File: src/rtl/decode_hazard_ctrl.sv
// decode_hazard_ctrl
//   Decode stage with register-dependency and branch hazard control.
//   Decodes the fetched instruction word, keeps a 16-entry busy scoreboard
//   for destination registers in flight, stalls fetch on a read-after-write
//   or write-after-write hazard, and holds fetch while a branch is resolved.
//
// Configuration:
//   DECODE_SB_BYPASS_EN - when defined, a writeback clear in the current
//                         cycle is visible to the hazard check, so a
//                         dependent instruction issues in the writeback
//                         cycle instead of one cycle later.
//
// Ports:
//   I_CLOCK             clock, all state on rising edge
//   I_RESET             synchronous active-high reset
//   I_PC, I_IR          fetched PC / instruction word
//   I_FE_Valid          fetched instruction is real
//   I_WB_Valid          writeback retires I_WB_DestReg this cycle
//   I_WB_DestReg        register retired by writeback
//   I_BranchAddrSelect  branch target resolved
//   O_BranchStallSignal combinational branch stall to fetch
//   O_DepStallSignal    combinational dependency stall to fetch
//   O_PC..O_Imm         registered decoded fields
//   O_DE_Valid          decoded fields valid this cycle
//   O_StallCount        saturating count of stall cycles
module decode_hazard_ctrl (
    input  logic        I_CLOCK,
    input  logic        I_RESET,
    input  logic [15:0] I_PC,
    input  logic [31:0] I_IR,
    input  logic        I_FE_Valid,
    input  logic        I_WB_Valid,
    input  logic [3:0]  I_WB_DestReg,
    input  logic        I_BranchAddrSelect,
    output logic        O_BranchStallSignal,
    output logic        O_DepStallSignal,
    output logic [15:0] O_PC,
    output logic [7:0]  O_Opcode,
    output logic [3:0]  O_DestReg,
    output logic [3:0]  O_Src1,
    output logic [3:0]  O_Src2,
    output logic [15:0] O_Imm,
    output logic        O_DE_Valid,
    output logic [15:0] O_StallCount
);

    typedef enum logic {
        IDLE,
        BR_WAIT
    } state_t;

    state_t      state;
    logic [15:0] busy;

    logic [7:0]  opcode;
    logic [3:0]  dest;
    logic [3:0]  src1;
    logic [3:0]  src2;
    logic [15:0] imm;

    assign opcode = I_IR[31:24];
    assign dest   = I_IR[23:20];
    assign src1   = I_IR[19:16];
    assign src2   = I_IR[11:8];
    assign imm    = I_IR[15:0];

    logic is_nop;
    logic is_branch;
    logic is_writer;

    assign is_nop    = (opcode == 8'hFF);
    assign is_branch = (opcode[7:3] == 5'b00100);   // 8'h20..8'h27
    assign is_writer = !is_nop && !is_branch;

    logic [15:0] wb_clear_mask;
    logic [15:0] set_mask;
    logic [15:0] busy_view;

    always_comb begin
        wb_clear_mask = '0;
        if (I_WB_Valid)
            wb_clear_mask[I_WB_DestReg] = 1'b1;
    end

`ifdef DECODE_SB_BYPASS_EN
    assign busy_view = busy & ~wb_clear_mask;
`else
    assign busy_view = busy;
`endif

    logic src_hazard;
    logic dest_hazard;
    logic dep_stall;
    logic br_stall;
    logic issue;

    always_comb begin
        src_hazard  = !is_nop && (busy_view[src1] || busy_view[src2]);
        dest_hazard = is_writer && busy_view[dest];
        dep_stall   = I_FE_Valid && (state == IDLE) && (src_hazard || dest_hazard);
        issue       = I_FE_Valid && (state == IDLE) && !dep_stall;
        br_stall    = (state == BR_WAIT) || (I_FE_Valid && is_branch && !dep_stall);
        set_mask    = '0;
        if (issue && is_writer)
            set_mask[dest] = 1'b1;
    end

    assign O_DepStallSignal    = dep_stall;
    assign O_BranchStallSignal = br_stall;

    always_ff @(posedge I_CLOCK) begin
        if (I_RESET) begin
            state        <= IDLE;
            busy         <= '0;
            O_StallCount <= '0;
            O_DE_Valid   <= 1'b0;
            O_PC         <= '0;
            O_Opcode     <= 8'hFF;
            O_DestReg    <= '0;
            O_Src1       <= '0;
            O_Src2       <= '0;
            O_Imm        <= '0;
        end else begin
            // Clear is applied before set so a same-edge set/clear of one
            // register leaves it busy.
            busy       <= (busy & ~wb_clear_mask) | set_mask;
            O_DE_Valid <= issue;
            if (issue) begin
                O_PC      <= I_PC;
                O_Opcode  <= opcode;
                O_DestReg <= dest;
                O_Src1    <= src1;
                O_Src2    <= src2;
                O_Imm     <= imm;
            end

            case (state)
                IDLE: begin
                    if (issue && is_branch)
                        state <= BR_WAIT;
                end
                BR_WAIT: begin
                    if (I_BranchAddrSelect)
                        state <= IDLE;
                end
                default: state <= IDLE;
            endcase

            if ((dep_stall || br_stall) && (O_StallCount != 16'hFFFF))
                O_StallCount <= O_StallCount + 16'd1;
        end
    end

endmodule

File: config.mk
export PLATFORM = sky130hd
export DESIGN_NAME = decode_hazard_ctrl
export DESIGN_NICKNAME = d
export VERILOG_FILES = /design/src/rtl/decode_hazard_ctrl.sv
export SDC_FILE = /design/constraint.sdc
export NUM_CORES = 1
export LEC_CHECK = 0
export ABC_CLOCK_PERIOD_IN_PS = 7200
export CAP_MARGIN = 20
export CORE_MARGIN = 4
export CORE_UTILIZATION = 35
export DETAILED_ROUTE_END_ITERATION = 10
export SLEW_MARGIN = 10
export SYNTH_ARGS = -nofsm -noshare
export SYNTH_HDL_FRONTEND = slang
export SYNTH_SLANG_ARGS = --single-unit
File: constraint.sdc
create_clock -name I_CLOCK -period 7.2 [get_ports I_CLOCK]
set_input_delay 1.44 -clock I_CLOCK [delete_from_list [all_inputs] [get_ports I_CLOCK]]
set_output_delay 1.44 -clock I_CLOCK [all_outputs]
set_load 0.01 [all_outputs]
== Yosys cells after proc, flatten, opt, wreduce, memory -nomap -nowiden ==
Cells that the tools add are included.

* Muxes and demuxes: 15
* Equal/unequal tests: 3
* Reduce and logical (&&, ||, !) cells: 20
* Bitwise logic cells: 4
* Add/sub/neg operators: 1
* $lt $le $gt $ge: 6

{| class="wikitable"
|+ Operators with widths
! kind !! count
|-
| $mux W16 || 2
|-
| $lt A4 B5 Y1 const B || 4
|-
| $add A16 B1 Y16 const B || 1
|-
| $and A16 B16 Y16 || 1
|-
| $ne A16 B16 Y1 const B || 1
|-
| $not A16 Y16 || 1
|-
| $or A16 B16 Y16 || 1
|-
| $logic_and A1 B1 Y1 || 13
|-
| $bmux W1 S4 || 3
|-
| $demux W1 S4 || 2
|-
| $eq A8 B8 Y1 const B || 1
|-
| $ge A4 B1 Y1 const B || 2
|-
| $mux W1 || 7
|-
| $eq A5 B3 Y1 const B || 1
|-
| $logic_or A1 B1 Y1 || 4
|-
| $logic_not A1 Y1 || 3
|-
| $pmux W1 S2 || 1
|-
| $not A1 Y1 || 1
|}

* Flip-flop bits (word level): 86
* Input port bits: 57
* Word-level logic and storage cells: 59

== Logic depth before layout (Yosys ltp) ==
* Depth after elaboration: 11
* Depth in mapped cells: 10
* Depth with buffers taken out: 7

== Worst setup path after synthesis ==
OpenSTA, ideal clock, no wires.

* Path kind: input -> output
* Start: input port I_IR[20]
* End: output port O_BranchStallSignal
* Setup slack: 2.833 ns
* Stages: 7
* Data required time: 5.760 ns
* Buffers on the path: 1
* Arrival: 2.927 ns
* Cell sequence: buf_2 > mux4_2 > mux2_2 > o211ai_1 > a31o_2 > nand3_1 > nand2_1

* Word-level cells in the longest chain between the ends: 8

{| class="wikitable"
|+ RTL lines
! what !! line !! RTL
|-
| from (decl) || 30 || <nowiki>input logic [31:0] I_IR,</nowiki>
|-
| $bmux W1 S4 || 99 || <nowiki>dest_hazard = is_writer && busy_view[dest];</nowiki>
|-
| $mux W1 (implied by the code) || 99 ||
|-
| $logic_and A1 B1 Y1 || 99 ||
|-
| $logic_or A1 B1 Y1 || 100 || <nowiki>dep_stall = I_FE_Valid && (state == IDLE) && (src_hazard || dest_hazard);</nowiki>
|-
| $logic_and A1 B1 Y1 || 100 ||
|-
| $logic_not A1 Y1 || 102 || <nowiki>br_stall = (state == BR_WAIT) || (I_FE_Valid && is_branch && !dep_stall);</nowiki>
|-
| $logic_and A1 B1 Y1 || 102 ||
|-
| $logic_or A1 B1 Y1 || 102 ||
|-
| to (decl) || 35 || <nowiki>output logic O_BranchStallSignal,</nowiki>
|}

No other way between the ends. The select of a mux whose other input is x is not followed.

== Worst setup path after layout ==
Same ends and word-level chain as after synthesis.

==> qor.txt <==
Gate power share - 16.1%
area occupied by registers - 0.00164 mm²
data required time of the worst path - 5.76 ns
launching point of the worst reg2reg path - busy[8]
Post-DRT Antenna Nets - 0
setup TNS - 0 ns
startpoint of the worst hold path - O_PC[3]
Floorplan Core Area - 0.0110 mm²
Worst Setup End Kind - primary output
# clock sinks - 82
TritonCTS clock tree - yes
count of hold buffers inserted by post-cts repair - 0
synthesized net count - 493
Row Count - 38
classification of the worst-slack hold path - flip-flop to flip-flop
HPWL Detailed - 7.75 mm
Final Cycle Share - 77.2%
Crit path arrival time - 4.12 ns
number of nets in the layout - 600
vias - 3561
clock insertion delay at the later pin of the skew report - 0.33 ns
capture instance of the worst register-to-register path - O_PC[5]
wire length after detailed routing - 10.7 mm
antenna diode count - 0
instance count of the mapped netlist - 435
initial antenna violation count - 0
count of unique library cells instantiated by Yosys - 47
TritonCTS buffer count - 9
largest net degree at the start of global routing - 96
IO Port Bufs - 127
Switch Pwr - 0.276 mW
number of DRC markers in iteration 0 - 224
cell area after technology mapping - 0.00400 mm²
Final GP Congestion - 0.828
maximum level of the CTS H-tree - 3
outcome - complete, no violations
Residual DRC - 0
biggest fanout along the worst timing path - 9
proportion of synthesized chip area in sequential cells - 41.0%
Worst Reg-to-Reg Cells - 7
Pwr Density - 202 mW/mm²
Post-CTS Resized - 0
share of power burned in registers - 43.5%
Worst Clk Skew - 0.00852 ns
post-CTS setup buffer count - 0
share of synthesized registers carrying an async set or reset - 0%
Filler cells - 1047
Initial Utilization - 36.3%
reg-to-reg setup timing slack - 4.00 ns
proportion of layout cells with a drive suffix above 1 - 7.88%
Internal Power - 0.853 mW
Die Outline Area - 0.0132 mm²
capture point of the critical path - O_BranchStallSignal
clock transition at the registers of the reported paths - 0.06 ns
Rel. slew slack - 32.5%
P&R area growth vs syn - 39.3%
Post-synth EDFFs - 0
Warnings, synthesis - 0
die boundary width - 115 µm
first-pass GRT wire length - 17.0 mm
worst hold path cell count - 2
Worst VDD drop - 0.103 mV
Total Routing Usage GR - 15.9%
critical path class - input port to primary output
IO Count - 128
vias per inst - 5.19
Hold Worst Slack - 0.454 ns
worst setup slack after placement - 1.63 ns
average routed wire per standard cell - 15.6 µm
length of the first detailed-routing pass in iterations - 4
grt ovf - 0
Multi-input gate area - 0.00214 mm²
setup slack of the critical path after layout - 1.64 ns
clk buf depth - 2
total of endpoints with negative setup slack in the final report - 0
Slew @ Worst Pin - 1.01 ns
leakage power summed over all cells - 1.99 nW
shortest clock period the worst path allows after layout - 5.56 ns
number of global-route vias before repair - 3351
type of element launching the critical path - input port
switching portion of total power - 24.4%
total count of hold-check failures in the final report - 0
launch point of the critical path - I_IR[20]
RSZ-0062 raised after global routing - false
prevailing post-synth register cell - dfxtp_1
pins over their slew limit - 0
synthesized flop and latch total - 82
vertical die dimension - 115 µm
Post-Syn Area per Cell - 9.20 µm²
timing-limited maximum frequency - 180 MHz
number of max-capacitance violations reported - 0
CTS root buffer - clkbuf_16
clock share of power - 40.4%
## logic make-up (layout without fill, tap and decap cells)
group	count (synthesis)	count (layout)	synth area share [%]
AND/OR/NAND/NOR	175	175	20.7
flip-flops	82	82	41.0
AO/OA/AOI/OAI	68	68	11.5
multiplexers	68	68	21.0
buffers and inverters	41	152	5.53
adder cells (fa/ha/maj)	1	1	0.313
## cells in the mapped netlist (6+ instances only)
cell / count / share of area [%]
nand3_1: 8 / 1.0
dfxtp_1: 82 / 41
nand4_1: 10 / 1.6
clkbuf_1: 18 / 1.7
mux2_2: 6 / 1.7
or4_1: 11 / 2.1
nand2_1: 94 / 8.8
mux4_2: 12 / 6.8
o211ai_1: 10 / 1.9
mux2i_1: 50 / 13
a21oi_1: 13 / 1.6
nor2_1: 21 / 2.0
o31ai_1: 8 / 1.5
nand2b_1: 7 / 1.1
o21ai_0: 15 / 1.9
buf_4: 9 / 1.7
inv_1: 6 / 0.56
## power by group through the flow
stage | sequential (mW) | clock [mW] | combinational, mW
floorplan | 0.509 | 0 | 0.0845
global placement | 0.500 | 0 | 0.181
detailed placement | 0.501 | 0 | 0.183
CTS | 0.490 | 0.469 | 0.184
global route | 0.493 | 0.487 | 0.197
finish | 0.490 | 0.456 | 0.182
## routing by layer
metal	wire length, µm	vias up	global-route usage, %
met3	616	12	2.89
met5	0	-	0
met4	133	0	4.85
li1	-	1781	-
met1	4860	1665	21.2
met2	5110	103	26.3
## stage by stage
step	area (µm²)	cells	utilization (%)	power (mW)
CTS	5570	686	50.5	1.14
floorplan	4000	435	-	0.593
finish	5570	686	50.5	1.13
global route	5570	686	50.5	1.18
global placement	5280	671	47.8	0.681
detailed placement	5280	671	47.8	0.684
## registers in the layout (all words and copies together) (netlist names)
| name | cells |
|---|---|
| O_DE_Valid | 1 |
| O_Opcode | 8 |
| state | 1 |
| O_Src1 | 4 |
| O_PC | 16 |
| O_StallCount | 16 |
| busy | 16 |
| O_Src2 | 3 |
| O_DestReg | 4 |
| O_Imm | 13 |
## how the worst min path moves through the flow
stage                            to  slack [ns]
final                       O_PC[3]        0.45
after global routing       O_PC[10]        0.47
after CTS                  O_PC[10]        0.46
after detailed placement    O_PC[3]        0.45
after global placement    O_Imm[14]        0.44
after floorplan               state        0.46
## critical path, cell delays in order
cell	delay (ns)
clkdlybuf4s50_1	0.74
mux4_2	0.55
mux2_2	0.29
o211ai_1	0.17
a31o_2	0.22
nand3_1	0.08
nand2_1	0.10
clkdlybuf4s50_1	0.53
## final cells by class
cell class / instances / area share [%]
clock buffer: 11 / 4.35
clock inverter: 4 / 0.943
inverter: 7 / 0.471
multi-input combinational: 312 / 38.4
sequential: 82 / 29.4
tap: 140 / 3.14
timing repair buffer: 130 / 23.2
## placed cells by master (no fill, tap or decap), types with 3 or more instances in the layout
| cell | synthesis | layout |
|---|---|---|
| nor4_1 | 4 | 4 |
| nor2b_1 | 3 | 3 |
| a21oi_1 | 13 | 13 |
| mux2_2 | 6 | 6 |
| clkbuf_16 | 0 | 9 |
| or4_1 | 11 | 11 |
| clkdlybuf4s50_1 | 0 | 127 |
| clkinvlp_4 | 0 | 3 |
| nand3_1 | 8 | 8 |
| buf_4 | 9 | 3 |
| o211ai_1 | 10 | 10 |
| o311ai_0 | 3 | 3 |
| mux2i_1 | 50 | 50 |
| nand4_1 | 10 | 10 |
| and2_1 | 5 | 5 |
| o31ai_1 | 8 | 8 |
| dfxtp_1 | 82 | 82 |
| o21ai_0 | 15 | 15 |
| or2_2 | 3 | 3 |
| o21a_1 | 4 | 4 |
| nand2b_1 | 7 | 7 |
| nand2_1 | 94 | 94 |
| inv_1 | 6 | 6 |
| mux4_2 | 12 | 12 |
| nor2_1 | 21 | 20 |
Note: power is estimated with default switching activity, not from simulation.
